==> src/rtl/spi_manchester_rx_if.sv <==
// spi_manchester_rx_if: link between the half-bit serial transmitter and
// the receiver.
//   in, en_in : serial data line and frame enable (driven by the transmitter)
//   data_out  : last completed word
//   valid     : one-cycle strobe when data_out updates
//   err       : one-cycle error strobe
//   err_code  : 01 symbol violation, 10 truncated frame
//   busy      : word partially received or receiver discarding after an error
// master = transmitter side, slave = receiver.
interface spi_manchester_rx_if #(
    parameter int DATA_W = 8
);
    logic              in;
    logic              en_in;
    logic [DATA_W-1:0] data_out;
    logic              valid;
    logic              err;
    logic [1:0]        err_code;
    logic              busy;

    modport master (
        output in, en_in,
        input  data_out, valid, err, err_code, busy
    );
    modport slave (
        input  in, en_in,
        output data_out, valid, err, err_code, busy
    );
endinterface

==> src/rtl/spi_manchester_rx.sv <==
// spi_manchester_rx: decodes half-bit symbols (1 = high,low; 0 = low,high)
// into LSB-first DATA_W-bit words. Flags symbol violations and truncated frames.
//   clk : system clock, one half-bit per cycle
//   rst : asynchronous active-low reset
//   bus : spi_manchester_rx_if.slave (in/en_in in; data_out/valid/err/err_code/busy out)
module spi_manchester_rx #(
    parameter int DATA_W      = 8,
    parameter int SYNC_STAGES = 2
) (
    input logic                 clk,
    input logic                 rst,
    spi_manchester_rx_if.slave  bus
);
    localparam int             CW   = (DATA_W > 1) ? $clog2(DATA_W) : 1;
    localparam logic [CW-1:0]  LAST = CW'(DATA_W - 1);

    typedef enum logic [1:0] {IDLE, HALF2, ERR} state_t;

    state_t             state, state_d;
    logic [SYNC_STAGES-1:0] d_sync, en_sync;
    logic               d_s, en_s;
    logic               h1, h1_d;
    logic [CW-1:0]      bit_cnt, bit_cnt_d;
    logic [DATA_W-1:0]  shift, shift_d, data_q, data_d;
    logic               valid_q, valid_d, err_q, err_d;
    logic [1:0]         code_q, code_d;

    // Synchronizers on the pin inputs.
    always_ff @(posedge clk or negedge rst) begin
        if (!rst) begin
            d_sync  <= '0;
            en_sync <= '0;
        end else begin
            d_sync  <= {d_sync[SYNC_STAGES-2:0], bus.in};
            en_sync <= {en_sync[SYNC_STAGES-2:0], bus.en_in};
        end
    end

    assign d_s  = d_sync[SYNC_STAGES-1];
    assign en_s = en_sync[SYNC_STAGES-1];

    always_ff @(posedge clk or negedge rst) begin
        if (!rst) begin
            state   <= IDLE;
            h1      <= 1'b0;
            bit_cnt <= '0;
            shift   <= '0;
            data_q  <= '0;
            valid_q <= 1'b0;
            err_q   <= 1'b0;
            code_q  <= 2'b00;
        end else begin
            state   <= state_d;
            h1      <= h1_d;
            bit_cnt <= bit_cnt_d;
            shift   <= shift_d;
            data_q  <= data_d;
            valid_q <= valid_d;
            err_q   <= err_d;
            code_q  <= code_d;
        end
    end

    // shift is never cleared: every bit position is rewritten before a
    // word completes, so leftovers from an aborted frame cannot leak out.
    always_comb begin
        state_d   = state;
        h1_d      = h1;
        bit_cnt_d = bit_cnt;
        shift_d   = shift;
        data_d    = data_q;
        valid_d   = 1'b0;
        err_d     = 1'b0;
        code_d    = code_q;
        case (state)
            IDLE: begin
                if (en_s) begin
                    h1_d    = d_s;
                    state_d = HALF2;
                end else if (bit_cnt != '0) begin
                    err_d     = 1'b1;
                    code_d    = 2'b10;
                    bit_cnt_d = '0;
                end
            end
            HALF2: begin
                if (!en_s) begin
                    err_d     = 1'b1;
                    code_d    = 2'b10;
                    bit_cnt_d = '0;
                    state_d   = IDLE;
                end else if (h1 == d_s) begin
                    err_d     = 1'b1;
                    code_d    = 2'b01;
                    bit_cnt_d = '0;
                    state_d   = ERR;
                end else begin
                    // Legal pair: the first half carries the bit value.
                    shift_d[bit_cnt] = h1;
                    if (bit_cnt == LAST) begin
                        data_d    = shift_d;
                        valid_d   = 1'b1;
                        bit_cnt_d = '0;
                    end else begin
                        bit_cnt_d = bit_cnt + CW'(1);
                    end
                    state_d = IDLE;
                end
            end
            ERR: begin
                if (!en_s) begin
                    state_d   = IDLE;
                    bit_cnt_d = '0;
                end
            end
            default: state_d = IDLE;
        endcase
    end

    assign bus.data_out = data_q;
    assign bus.valid    = valid_q;
    assign bus.err      = err_q;
    assign bus.err_code = code_q;
    assign bus.busy     = (state != IDLE) || (bit_cnt != '0);
endmodule

==> src/flat_wrapper.sv <==
// flat-port wrapper written by rule: the top's interface ports become plain ports
module spi_manchester_rx_flat 
#(
    parameter int DATA_W      = 8,
    parameter int SYNC_STAGES = 2
)
  (clk, rst, bus_in, bus_en_in, bus_data_out, bus_valid, bus_err, bus_err_code, bus_busy);
  spi_manchester_rx_if #(.DATA_W(DATA_W)) bus_i ();
  input logic clk;
  input logic rst;
  input wire logic [$bits(bus_i.in)-1:0] bus_in;
  input wire logic [$bits(bus_i.en_in)-1:0] bus_en_in;
  output wire logic [$bits(bus_i.data_out)-1:0] bus_data_out;
  output wire logic [$bits(bus_i.valid)-1:0] bus_valid;
  output wire logic [$bits(bus_i.err)-1:0] bus_err;
  output wire logic [$bits(bus_i.err_code)-1:0] bus_err_code;
  output wire logic [$bits(bus_i.busy)-1:0] bus_busy;
  assign bus_i.in = bus_in;
  assign bus_i.en_in = bus_en_in;
  assign bus_data_out = bus_i.data_out;
  assign bus_valid = bus_i.valid;
  assign bus_err = bus_i.err;
  assign bus_err_code = bus_i.err_code;
  assign bus_busy = bus_i.busy;
  spi_manchester_rx #(.DATA_W(DATA_W), .SYNC_STAGES(SYNC_STAGES)) u_core (.clk(clk), .rst(rst), .bus(bus_i));
endmodule
==> config.mk <==
export PLATFORM = sky130hd
export DESIGN_NAME = spi_manchester_rx_flat
export DESIGN_NICKNAME = d
export VERILOG_FILES = /design/src/rtl/spi_manchester_rx_if.sv /design/src/rtl/spi_manchester_rx.sv /design/src/flat_wrapper.sv
export SDC_FILE = /design/constraint.sdc
export NUM_CORES = 1
export LEC_CHECK = 0
export BUFFER_PORTS_ARGS = -buffer_cell sky130_fd_sc_hd__clkbuf_2
export CAP_MARGIN = 20
export CORE_UTILIZATION = 35
export DETAILED_ROUTE_END_ITERATION = 6
export SETUP_SLACK_MARGIN = 0.4
export SLEW_MARGIN = 20
export SYNTH_ARGS = -nofsm -noshare
export SYNTH_HDL_FRONTEND = slang
export SYNTH_SLANG_ARGS = --single-unit
export TNS_END_PERCENT = 10
==> constraint.sdc <==
create_clock -name clk -period 1.67 [get_ports clk]
set_input_delay 0.167 -clock clk [delete_from_list [all_inputs] [get_ports clk]]
set_output_delay 0.167 -clock clk [all_outputs]
set_load 0.005 [all_outputs]
**After elaboration in Yosys (flattened, before gate mapping)**

Index checks and enable logic that the tools add are counted.
W data, S select, Z words.

- Memories kept: 0
- Logic and storage cells: 65
- Bits in registers: 30
- Bits in read-only memories: 0
- Bits in writable memories: 0
- Latch bits: 0

- Muxes and demuxes: 29
- Divide/modulo/power cells: 0
- Multipliers: 0
- Shift operators: 0
- Eq/ne operators: 9
- Add/sub/neg operators: 1
- Bitwise logic cells: 1
- Order comparisons: 2
- Reduce and logical (&&, ||, !) cells: 13

Operators with widths:

| operator | count |
|---|---|
| $mux W3 | 6 |
| $mux W2 | 8 |
| $reduce_and A4 Y1 | 3 |
| $mux W1 | 9 |
| $pmux W3 S3 | 1 |
| $bwmux W8 | 1 |
| $pmux W2 S3 | 1 |
| $reduce_bool A3 Y1 | 2 |
| $lt A3 B4 Y1 const B | 1 |
| $ne A2 B1 Y1 const B | 2 |
| $ne A2 B2 Y1 const B | 2 |
| $pmux W2 S2 | 1 |
| $reduce_and A2 Y1 | 2 |
| $reduce_bool A2 Y1 | 2 |
| $add A3 B1 Y3 const B | 1 |
| $demux W1 S3 | 1 |
| $eq A3 B3 Y1 const B | 1 |
| $ge A3 B1 Y1 const B | 1 |
| $ne A3 B3 Y1 const B | 1 |
| $reduce_and A3 Y1 | 1 |
| $eq A2 B1 Y1 const B | 1 |
| $eq A2 B2 Y1 const B | 1 |
| $logic_not A2 Y1 | 1 |
| $pmux W1 S2 | 1 |
| other kinds (4) | 4 |

**Logic depth before layout (Yosys ltp)**

Gate-level depths: netlist of the first run.

- Depth after elaboration: 5
- Gate-level depth with buffers: 6
- Depth with buffers taken out: 5

**Worst setup path before layout of the first run**

No wires, ideal clock.

- Kind: register -> register
- Start point: reg u_core.bit_cnt[0]
- End point: reg u_core.bit_cnt[0]
- Path slack: 0.049 ns
- Clock period less this slack: 1.621 ns
- Stages on the path, launching flop included: 7
- Buffers on the path: 1
- Arrival time: 1.557 ns
- Required time: 1.605 ns
- Path through: dfrtp_1 > buf_2 > inv_1 > ha_1 > or3b_2 > a21oi_1 > mux2_2

- Longest elaborated chain between the ends: 5
- Elaborated cells between the ends (all ways): 9

RTL lines:

| what | line | text |
|---|---|---|
| from (decl) | spi_manchester_rx.sv:23 | `logic [CW-1:0] bit_cnt, bit_cnt_d;` |
| from (signal assigned) | spi_manchester_rx.sv:55 | `bit_cnt <= bit_cnt_d;` |
| $add A3 B1 Y3 or $eq A3 B3 Y1 (tied branches) | spi_manchester_rx.sv:105, spi_manchester_rx.sv:100 |  |
| $mux W3 | spi_manchester_rx.sv:100 | `if (bit_cnt == LAST) begin` |
| $mux W3 | spi_manchester_rx.sv:92 | `end else if (h1 == d_s) begin` |
| $mux W3 | spi_manchester_rx.sv:87 | `if (!en_s) begin` |
| $pmux W3 S3 | spi_manchester_rx.sv:75 | `case (state)` |

Several ways; a longest one is shown, not always the timed one.
A chain may end at the register's enable or synchronous reset.

**Final worst setup path of the first run**

- Start point: reg u_core.bit_cnt[0]
- End point: reg u_core.bit_cnt[2]

The elaborated chain is that of the path after synthesis.

==> impl_results.md, run 1 <==
- DRT Pass-1 Iters: 4
- Cell depth of the worst min-delay path: 0
- Slowest cell on crit path: dfrtp_1
- WHS Endpoint: u_core.en_sync[1]
- FILL cells: approximately 350
- Most repeated cell in the gate-level netlist after synthesis: dfrtp_1
- Crit end category: flop
- Post-CTS setup buffers: 0
- Net Count, Synth: 123
- Via count of the first global-routing pass: between 1000 and 1500
- Reg-to-Reg End: u_core.bit_cnt[2]
- Leading register cell type out of synthesis: dfrtp_1
- Post-synthesis cell type count: 27
- Diode count: 0
- Number of synthesized register bits: 30
- Wire length of the first global-routing pass: about 4700 um
- Post-detailed-route DRC marker count: 0
- Library cell occupying the most area in the post-synthesis netlist: dfrtp_1
- Std cell rows: 22
- Number of maximum-capacitance violations: 0
- Highest achievable clock rate: between 0.6 and 0.7 GHz
- Critical path arrival: around 1.8 ns
- Count of cells along the worst register-to-register path: 6
- Worst IR Drop VDD: approximately 0.55 mV
- Avg Vias per Cell: about 4.9
- Final weighted congestion in routability-driven placement: 0.703
- Slew at the pin with the worst max-slew slack: roughly 0.74 ns
- Power per standard cell area: about 1100 mW/mm2
- DRT antenna net count: 0
- Pre-CTS worst setup slack: between 0.08 and 0.09 ns
- Top-Level Pins: 17
- Reg-to-reg startpoint: u_core.bit_cnt[0]
- Startpoint of the lowest-slack hold path: u_core.en_sync[0]
- Final Slew Violations: 0
- Reg-to-reg setup timing slack: about 0.12 ns
- Required time at the endpoint of the critical path: 1.88 ns
- Number of buffers on the longest clock path: 2
- Slowest Stage Delay on Critical Path: 0.39 ns
- Total Nets Final: about 150
- Critical Setup Path Class: reg -> reg
- CTS tree: yes
- Starting Density: between 30% and 40%
- Setup tns final: 0 ns
- Via count: between 900 and 1000
- Avg Inst Size Synth: 12.5 um2
- Share of the synthesized area in the top cell type: a little over half
- Overall die width: between 60 and 70 um
- Routed wire per std cell: 13.6 um
- RSZ-0062 raised after global routing: true
- Critical path cell sequence: buf_4 > inv_4 > ha_4 > or3b_4 > a21oi_4 > a22o_1
- Post-route clock period utilization: ~93%
- Number of cells in the finished layout apart from fillers: 195
- Number of CTS-inserted buffers: 5
- Share of cell area taken by muxes after synthesis: roughly a fifth
- Part of the Yosys area used for sequential elements: a little over half
- Synth Area in Compound Gates: between 6 and 7%
- Relative slew slack: about half
- Synthesis warning total: 0
- Clock Pin Slew Worst Setup and Hold Paths: roughly 0.07 ns
- Share of final-layout standard cells stronger than drive strength 1: between 50 and 60%
- Worst-Skew Late Latency: 0.28 ns
- Mapped Area: ~0.0014 mm2
- Total Die Area: between 0.004 and 0.005 mm2
- CTS Sinks: 30
- Setup Viol. Count Final: 0
- Number of H-tree levels: 2
- Adder and majority gate portion of the synthesized area: under 10%
- Number of synthesized flops with an enable pin: 0
- Top cell types by occurrence after synthesis: dfrtp_1 (30), mux2_2 (23)
- Status: finished, final reports clean
- Initial antenna violation count: 0
- Routed Wire Length: between 2000 and 3000 um
- Leading post-synthesis cells by cell area: dfrtp_1 (52%), mux2_2 (18%), ha_1 (3.5%)
- Area fraction in and, or, nand and nor cells after synthesis: between 10% and 20%
- Post-route worst setup slack: about 0.12 ns
- Cell at the root of the clock tree: clkbuf_8
- CP Launch Type: flop
- Detailed Route Iter0 Violations: 34
- Post-Route Skew: ~0.0085 ns
- Classification of the worst-slack hold path: reg -> reg
- Largest fanout of any net on the critical path: 10
- Number of placed instances with taps included: 184
- Util after Layout: around 49%
- Fin. Hold Viols: 0
- Main combinational cell family by area after synthesis: multiplexers
- Floorplan die height: 66.1 um
- Aggregate global-route resource usage: 14.7%
- Area Growth Syn to Fin: 28.4%
- Synthesized instance count: around 120
- Post-detailed-placement half-perimeter wirelength: 1720 um
- Ys async rst share: 100%
- IO Port Bufs: 16
- Area inside the core boundary: 0.00380 mm2
- Min Tclk post-route: ~1.6 ns
- Grt ovf: 0
- Static power due to leakage: 0.000866 uW
- Maximum number of pins on one net before global-route repair: 31
- Share of the synthesized netlist area taken by xor and xnor gates: about 1.1%
## cell families after synthesis
group,Yosys count
buffers and inverters,12
AOI/OAI and AO/OA,14
and+or+nand+nor,29
adders and majority gates,4
DFF,30
xor gates and xnor gates,1
muxes,25
## worst max path at each step
stage                            from                     end  cells after the start
floorplan           u_core.bit_cnt[1]       u_core.bit_cnt[0]                      6
global placement    u_core.bit_cnt[0]       u_core.bit_cnt[0]                      6
detailed placement  u_core.bit_cnt[2]  u_core.bus.data_out[7]                      4
CTS                 u_core.bit_cnt[0]  u_core.bus.data_out[0]                      5
global route        u_core.bit_cnt[0]  u_core.bus.data_out[0]                      5
finish              u_core.bit_cnt[0]       u_core.bit_cnt[2]                      6
## metal layers
metal	global-route usage, %	vias up	routed length, um
met5	0	-	0
met4	7.45	0	17
met3	4.31	2	78
met2	23.2	11	1320
met1	18.1	487	1250
li1	-	465	-
## registers in the layout (all words and copies together) (netlist names)
register / cells
u_core.shift: 8
u_core.d_sync: 2
u_core.bus.data_out: 8
u_core.en_sync: 2
u_core.state: 2
u_core.bus.err: 1
u_core.bus.err_code: 2
u_core.h1: 1
u_core.bus.valid: 1
u_core.bit_cnt: 3
## where the power goes
part / internal (uW) / total [uW] / switching, uW
clock network: 332 / 595 / 263
logic: 315 / 627 / 313
registers: 820 / 874 / 53.9
total: 1470 / 2100 / 629
## worst max-delay path, delay by kind of cell (launching register included)
kind                       cells  cell delay [ns]
DFF                            1             0.39
and+or+nand+nor                1             0.38
AOI/OAI and AO/OA              2             0.32
buffers and inverters          2             0.25
adders and majority gates      1             0.13
## per-stage QoR
stage	area [um2]	hold WS [ns]	power, uW
2_1_floorplan	1510	-0.129	1330
3_3_place_gp	1670	0.266	1480
3_5_place_dp	1670	0.275	1490
4_1_cts	1850	0.353	2130
5_1_grt	1850	0.355	2240
6_report	1850	0.349	2100
## cell usage in the layout (no fill, tap or decap), types with 2 or more instances in the layout
cell           synthesis  final
a21oi_1                4      3
a22o_1                 2      2
buf_4                  0     10
buf_6                  2      2
clkbuf_2               0     16
clkbuf_8               0      6
dfrtp_1               30     29
dlygate4sd3_1          0      3
ha_2                   0      2
inv_1                  5      3
inv_4                  0      2
mux2_2                23     15
mux2_4                 0      8
mux2i_1                2      2
nand3_1                2      2
nand3b_1               4      4
nor2_1                 5      5
nor2b_1                2      2
nor3_1                 5      4
nor3_2                 2      3
nor3b_1                5      3
nor3b_2                1      2
o21ai_0                4      4
## area by class of cell
class	count	area, um2	share of cell area [%]
flip-flops and latches	30	752	40.7
multi-input cells	73	711	38.5
repair buffers	31	208	11.3
clock buffers	7	86.3	4.68
well taps	48	60.1	3.25
inverters	5	23.8	1.29
clock inverters	1	5.00	0.271
## what timing repair did
item                                   in CTS  in global routing
hold buffers                                3                  0
setup endpoints to repair                  23                 24
resized for setup                          14                  0
pin swaps                                   1                  0
endpoints found under the hold margin      32                  0
Power figures use the tool's default switching activity.
==> run 2: changes to the inputs <==
--- a/config.mk
+++ b/config.mk
@@ -7,6 +7,7 @@
 export LEC_CHECK = 0
 export BUFFER_PORTS_ARGS = -buffer_cell sky130_fd_sc_hd__clkbuf_2
 export CAP_MARGIN = 20
+export CORE_ASPECT_RATIO = 0.75
 export CORE_UTILIZATION = 35
 export DETAILED_ROUTE_END_ITERATION = 6
 export SETUP_SLACK_MARGIN = 0.4
==> run 2 against run 1 <==
  * Routed wire length fell by 3.8%
  * Setup slack got worse by 0.018 ns
  * Critical path depth fell by 1
  * Final cell count rose by 1.5%
  * Critical path type unchanged
==> impl_results.md, run 2 (same netlist as run 1, synthesis figures left out) <==
- Post-detailed-placement half-perimeter wirelength: 1780 um
- Startpoint of the lowest-slack hold path: u_core.en_sync[0]
- Switching Power: between 600 and 700 uW
- Power per standard cell area: ~1300 mW/mm2
- Clock Pin Slew Worst Setup and Hold Paths: ~0.06 ns
- RSZ-0062 raised after global routing: true
- Required time at the endpoint of the critical path: 1.83 ns
- IO Port Bufs: 16
- CP Launch Type: flop
- Static power due to leakage: 0.000885 uW
- Number of CTS-inserted buffers: 5
- Share of power burned in registers: between 30% and 40%
- Reg-to-reg startpoint: u_core.bit_cnt[0]
- Cell at the root of the clock tree: clkbuf_8
- Crit path max-delay family: flip-flops
- Final Slew Violations: 0
- Slowest Stage Delay on Critical Path: between 0.3 and 0.4 ns
- CTS Sinks: 30
- Share of total power in the clock network: 37.7%
- Avg Vias per Cell: a little under 5
- Critical path arrival: roughly 1.7 ns
- FILL cells: about 340
- Area after DPL: 0.00166 mm2
- Power share of the combinational group: around a quarter
- Number of cells in the finished layout apart from fillers: ~200
- Post-detailed-route DRC marker count: 0
- Via count of the first global-routing pass: 955
- Routed wire per std cell: approximately 13 um
- Classification of the worst-slack hold path: reg -> reg
- Initial antenna violation count: 0
- Top-Level Pins: 17
- Worst IR Drop VDD: approximately 0.7 mV
- Diode count: 0
- Maximum number of pins on one net before global-route repair: 31
- Number of H-tree levels: 2
- Wire length of the first global-routing pass: approximately 4400 um
- DRT antenna net count: 0
- Cell Int Power: 1760 uW
- Total Nets Final: 153
- Via count: approximately 950
- Post-Route Skew: between 0.004 and 0.005 ns
- Crit end category: flop
- Detailed Route Iter0 Violations: 53
- Most common library cell in the layout ignoring fill and taps: dfrtp_1
- Relative slew slack: slightly above 50%
- Critical path cell sequence: ha_2 > ha_1 > nor3b_4 > buf_12 > mux2_2
- Share of final-layout standard cells stronger than drive strength 1: about 50%
- Reg-to-Reg End: u_core.bus.data_out[0]
- Routed Wire Length: between 2000 and 3000 um
- Setup Viol. Count Final: 0
- Slowest cell on crit path: dfrtp_1
- Highest achievable clock rate: approximately 0.64 GHz
- Cell depth of the worst min-delay path: 0
- Area inside the core boundary: ~0.0038 mm2
- Area Growth Syn to Fin: 30.4%
- Overall die width: around 76 um
- Std cell rows: 19
- Reg-to-reg setup timing slack: slightly below 0.1 ns
- Largest fanout of any net on the critical path: 9
- DRT Pass-1 Iters: 4
- Min Tclk post-route: 1.57 ns
- Aggregate global-route resource usage: 13.7%
- CTS tree: yes
- Count of cells along the worst register-to-register path: 5
- Fin. Hold Viols: 0
- WHS Endpoint: u_core.en_sync[1]
- Post-route clock period utilization: roughly 94%
- Commonest cells after routing, fill and taps aside: dfrtp_1 (30), mux2_2 (22), clkbuf_2 (16), buf_4 (10), clkbuf_8 (6)
- Switching share of power: approximately a quarter
- Worst-Skew Late Latency: 0.28 ns
- Grt ovf: 0
- Slew at the pin with the worst max-slew slack: about 0.74 ns
- Number of maximum-capacitance violations: 0
- Post-route total power: 2400 uW
- Total non-filler cell area in the finished layout: 0.00187 mm2
- Number of buffers on the longest clock path: 2
- Status: finished, final reports clean
- Floorplan die height: between 50 and 60 um
- Number of placed instances with taps included: roughly 190
- Final weighted congestion in routability-driven placement: 0.759
- Critical Setup Path Class: reg -> reg
- Number of buffers and inverters on the critical path: 1
- Total Die Area: 0.00437 mm2
- Starting Density: 37.8%
[run 2: cell types whose count changed in the layout (fill, tap and decap cells not counted), sizes merged]
cell / previous run / this run
bufinv: 0 / 2
buf: 12 / 11
clkbuf: 23 / 22
clkinv: 1 / 0
[run 2: layout make-up]
class,instances,area [um2],area share (%)
Clock buffer,6,82.6,4.41
Clock inverter,2,60.1,3.20
Inverter,5,23.8,1.27
Multi-Input combinational cell,73,687,36.6
Sequential cell,30,751,40.1
Tap cell,52,65.1,3.47
Timing Repair Buffer,30,205,10.9
[run 2: worst max path at each step]
stage / from / endpoint / slack, ns / cells after the start
2_1_floorplan: u_core.bit_cnt[1] / u_core.bit_cnt[0] / 0.23 / 6
3_3_place_gp: u_core.bit_cnt[0] / u_core.bus.data_out[7] / -0.1 / 4
3_5_place_dp: u_core.bit_cnt[0] / u_core.bus.data_out[0] / -0.18 / 4
4_1_cts: u_core.bit_cnt[0] / u_core.bit_cnt[0] / 0.12 / 6
5_1_grt: u_core.bit_cnt[0] / u_core.bus.data_out[0] / 0.04 / 5
6_report: u_core.bit_cnt[0] / u_core.bus.data_out[0] / 0.1 / 5
[run 2: routing by layer]
metal | up-vias | GRT usage [%] | wire length, um
met5 | - | 0 | 0
met4 | 0 | 6.59 | 22
met3 | 2 | 5.76 | 72
met2 | 11 | 20.9 | 1180
met1 | 471 | 16.8 | 1280
li1 | 467 | - | -
[run 2: through the flow]
| step | setup WS, ns | utilization [%] | setup TNS, ns | hold WS, ns |
|---|---|---|---|---|
| 5_1_grt | 0.0398 | 49.3 | 0 | 0.359 |
| 4_1_cts | 0.123 | 49.1 | 0 | 0.350 |
| 3_5_place_dp | -0.177 | 43.7 | -1.17 | 0.269 |
| 3_3_place_gp | -0.0962 | 43.7 | -0.665 | 0.261 |
| 2_1_floorplan | 0.231 | - | 0 | -0.129 |
| 6_report | 0.0975 | 49.3 | 0 | 0.348 |
[run 2: what timing repair did]
item / 4_1_cts / 5_1_grt
endpoints found under the setup margin: 24 / 26
hold buffers: 3 / 0
hold endpoints to repair: 32 / 0
buffers inserted: 1 / 0
gates resized for setup: 2 / 2
[run 2: worst register-to-register path, stage by stage, from the launching register on]
cell and delay (ns):
dfrtp_1 0.37, ha_2 0.19, ha_1 0.17, nor3b_4 0.23, buf_12 0.16, mux2_2 0.33
[run 2: power groups by stage]
stage / Combinational, uW / Sequential, uW / Clock (uW)
after detailed placement: 602 / 885 / 0
final: 621 / 872 / 904
after global routing: 692 / 884 / 959
after CTS: 623 / 871 / 926
after global placement: 589 / 878 / 0
after floorplan: 433 / 895 / 0
==> run 3: changes to the inputs <==
--- a/config.mk
+++ b/config.mk
@@ -7,9 +7,12 @@
 export LEC_CHECK = 0
 export BUFFER_PORTS_ARGS = -buffer_cell sky130_fd_sc_hd__clkbuf_2
 export CAP_MARGIN = 20
+export CELL_PAD_IN_SITES_DETAIL_PLACEMENT = 0
+export CELL_PAD_IN_SITES_GLOBAL_PLACEMENT = 1
 export CORE_ASPECT_RATIO = 0.75
 export CORE_UTILIZATION = 35
 export DETAILED_ROUTE_END_ITERATION = 6
+export PLACE_DENSITY_LB_ADDON = 0.1
 export SETUP_SLACK_MARGIN = 0.4
 export SLEW_MARGIN = 20
 export SYNTH_ARGS = -nofsm -noshare
==> run 3 against run 2 <==
  * Clock skew is 0.00067 ns lower
  * Critical path depth unchanged
  * Worst hold slack got worse by 0.00091 ns
  * Critical path type unchanged
==> impl_results.md, run 3 (same netlist as run 1, synthesis figures left out) <==
- CTS Sinks: 30
- Critical path cell sequence: ha_2 > ha_4 > nor3b_4 > buf_12 > mux2_4
- Uppermost metal layer occupied by signal nets: met4
- Most common library cell in the layout ignoring fill and taps: dfrtp_1
- Number of placed instances with taps included: between 150 and 200
- Total Die Area: approximately 0.0044 mm2
- CTS tree: yes
- FILL cells: 359
- Setup Viol. Count Final: 0
- Post-Route Skew: ~0.0042 ns
- Slowest cell on crit path: dfrtp_1
- Number of cells in the finished layout apart from fillers: between 200 and 250
- Post-detailed-placement half-perimeter wirelength: approximately 1900 um
- Diode count: 0
- Share of final-layout standard cells stronger than drive strength 1: a little over half
- Area of the multi-input gates: 733 um2
- Maximum number of pins on one net before global-route repair: 31
- IO Port Bufs: 16
- Via count: 983
- Top-Level Pins: 17
- Reg-to-reg setup timing slack: 0.15 ns
- Routed wire per std cell: around 14 um
- DRT Pass-1 Iters: 4
- Std cell rows: 19
- Routed Wire Length: 2910 um
- Worst-case hold slack: 0.347 ns
- Aggregate global-route resource usage: 15.8%
- Worst IR Drop VDD: slightly below 0.8 mV
- Power per standard cell area: 1110 mW/mm2
- Wire length of the first global-routing pass: just over 5000 um
- Highest achievable clock rate: about 0.66 GHz
- Reg area: around 750 um2
- Wire length on met1: 1490 um
- Commonest cells after routing, fill and taps aside: dfrtp_1 (30), clkbuf_2 (16), mux2_2 (15), mux2_4 (8), buf_4 (8)
- Detailed route wirelength on metal2: around 1300 um
- Critical path arrival: 1.68 ns
- Total Nets Final: about 160
- Detailed Route Iter0 Violations: 57
- Cell at the root of the clock tree: clkbuf_8
- Number of buffers and inverters on the critical path: 1
- Number of buffers on the longest clock path: 2
- Number of maximum-capacitance violations: 0
- Post-detailed-route DRC marker count: 0
- Via count of the first global-routing pass: between 1000 and 1500
- Min Tclk post-route: ~1.5 ns
- Number of H-tree levels: 2
- DRT antenna net count: 0
- Fin. Hold Viols: 0
- Met3 Wirelength: approximately 100 um
- Required time at the endpoint of the critical path: between 1.5 and 2 ns
- RSZ-0062 raised after global routing: true
- Classification of the worst-slack hold path: reg -> reg
- Avg Vias per Cell: approximately 4.9
- Final Slew Violations: 0
- CP Launch Type: flop
- Largest fanout of any net on the critical path: 8
- Post-route clock period utilization: around nine tenths
- Slowest Stage Delay on Critical Path: 0.38 ns
- Initial antenna violation count: 0
- Worst-Skew Late Latency: about 0.28 ns
- Grt ovf: 0
- Static power due to leakage: slightly below 0.0009 uW
- Clock Pin Slew Worst Setup and Hold Paths: ~0.06 ns
- Crit path max-delay family: flip-flops
- Status: finished, final reports clean
- Area Growth Syn to Fin: 32.9%
- Overall die width: 76.0 um
- Area inside the core boundary: about 0.0038 mm2
- Crit end category: flop
- Number of CTS-inserted buffers: 5
- Critical Setup Path Class: reg -> reg
- Slew at the pin with the worst max-slew slack: around 0.4 ns
- Final weighted congestion in routability-driven placement: a little under 0.8
- Starting Density: between 30% and 40%
- Relative slew slack: about three quarters
- Floorplan die height: between 50 and 60 um
==> run 3: cell type report <==
type | count | share of cell area, %
Clock buffer | 7 | 4.52
Sequential cell | 30 | 39.3
Timing Repair Buffer | 33 | 12.9
Tap cell | 52 | 3.41
Clock inverter | 1 | 0.262
Inverter | 5 | 1.24
Multi-Input combinational cell | 73 | 38.4
==> run 3: worst register-to-register path, cell delays in order (launching register included) <==
cell and delay (ns):
dfrtp_1 0.38, ha_2 0.22, ha_4 0.13, nor3b_4 0.21, buf_12 0.16, mux2_4 0.30
==> run 3: where the power goes <==
part / internal (uW) / switching (uW) / total, uW
Sequential: 820 / 54.4 / 875
Clock: 332 / 255 / 586
Combinational: 326 / 333 / 659
Total: 1480 / 642 / 2120
==> run 3: path summary, 6_finish.rpt <==
check                           depth (start not counted)                endpoint               from
worst max-delay path                                    5  u_core.bus.data_out[5]  u_core.bit_cnt[1]
worst min-delay path                                    0       u_core.en_sync[1]  u_core.en_sync[0]
worst max register to register                          5  u_core.bus.data_out[5]  u_core.bit_cnt[1]
worst min register to register                          0       u_core.en_sync[1]  u_core.en_sync[0]
max in group asynchronous                               3        u_core.d_sync[1]                rst
min in group asynchronous                               3          u_core.bus.err                rst
==> run 3: timing repair <==
item,4_1_cts,5_1_grt
hold buffers,3,0
setup buffers,3,0
gates resized for setup,17,3
setup endpoints to repair,24,25
hold endpoints to repair,32,0
pin swaps,3,1
==> run 3: per-layer routing <==
layer | up-vias | track usage (%)
met5 | - | 0
met4 | 0 | 5.77
met3 | 4 | 5.76
met2 | 21 | 23.9
met1 | 490 | 21.0
li1 | 468 | -
==> run 3: per-stage QoR <==
step | setup slack (ns) | instance area [um2] | setup TNS (ns) | util (%) | power (uW)
finish | 0.147 | 1910 | 0 | 50.2 | 2120
global route | 0.0927 | 1910 | 0 | 50.2 | 2270
CTS | 0.162 | 1900 | 0 | 49.9 | 2150
detailed placement | -0.189 | 1670 | -1.24 | 43.8 | 1500
global placement | -0.0989 | 1670 | -0.686 | 43.8 | 1490
floorplan | 0.231 | 1510 | 0 | - | 1330
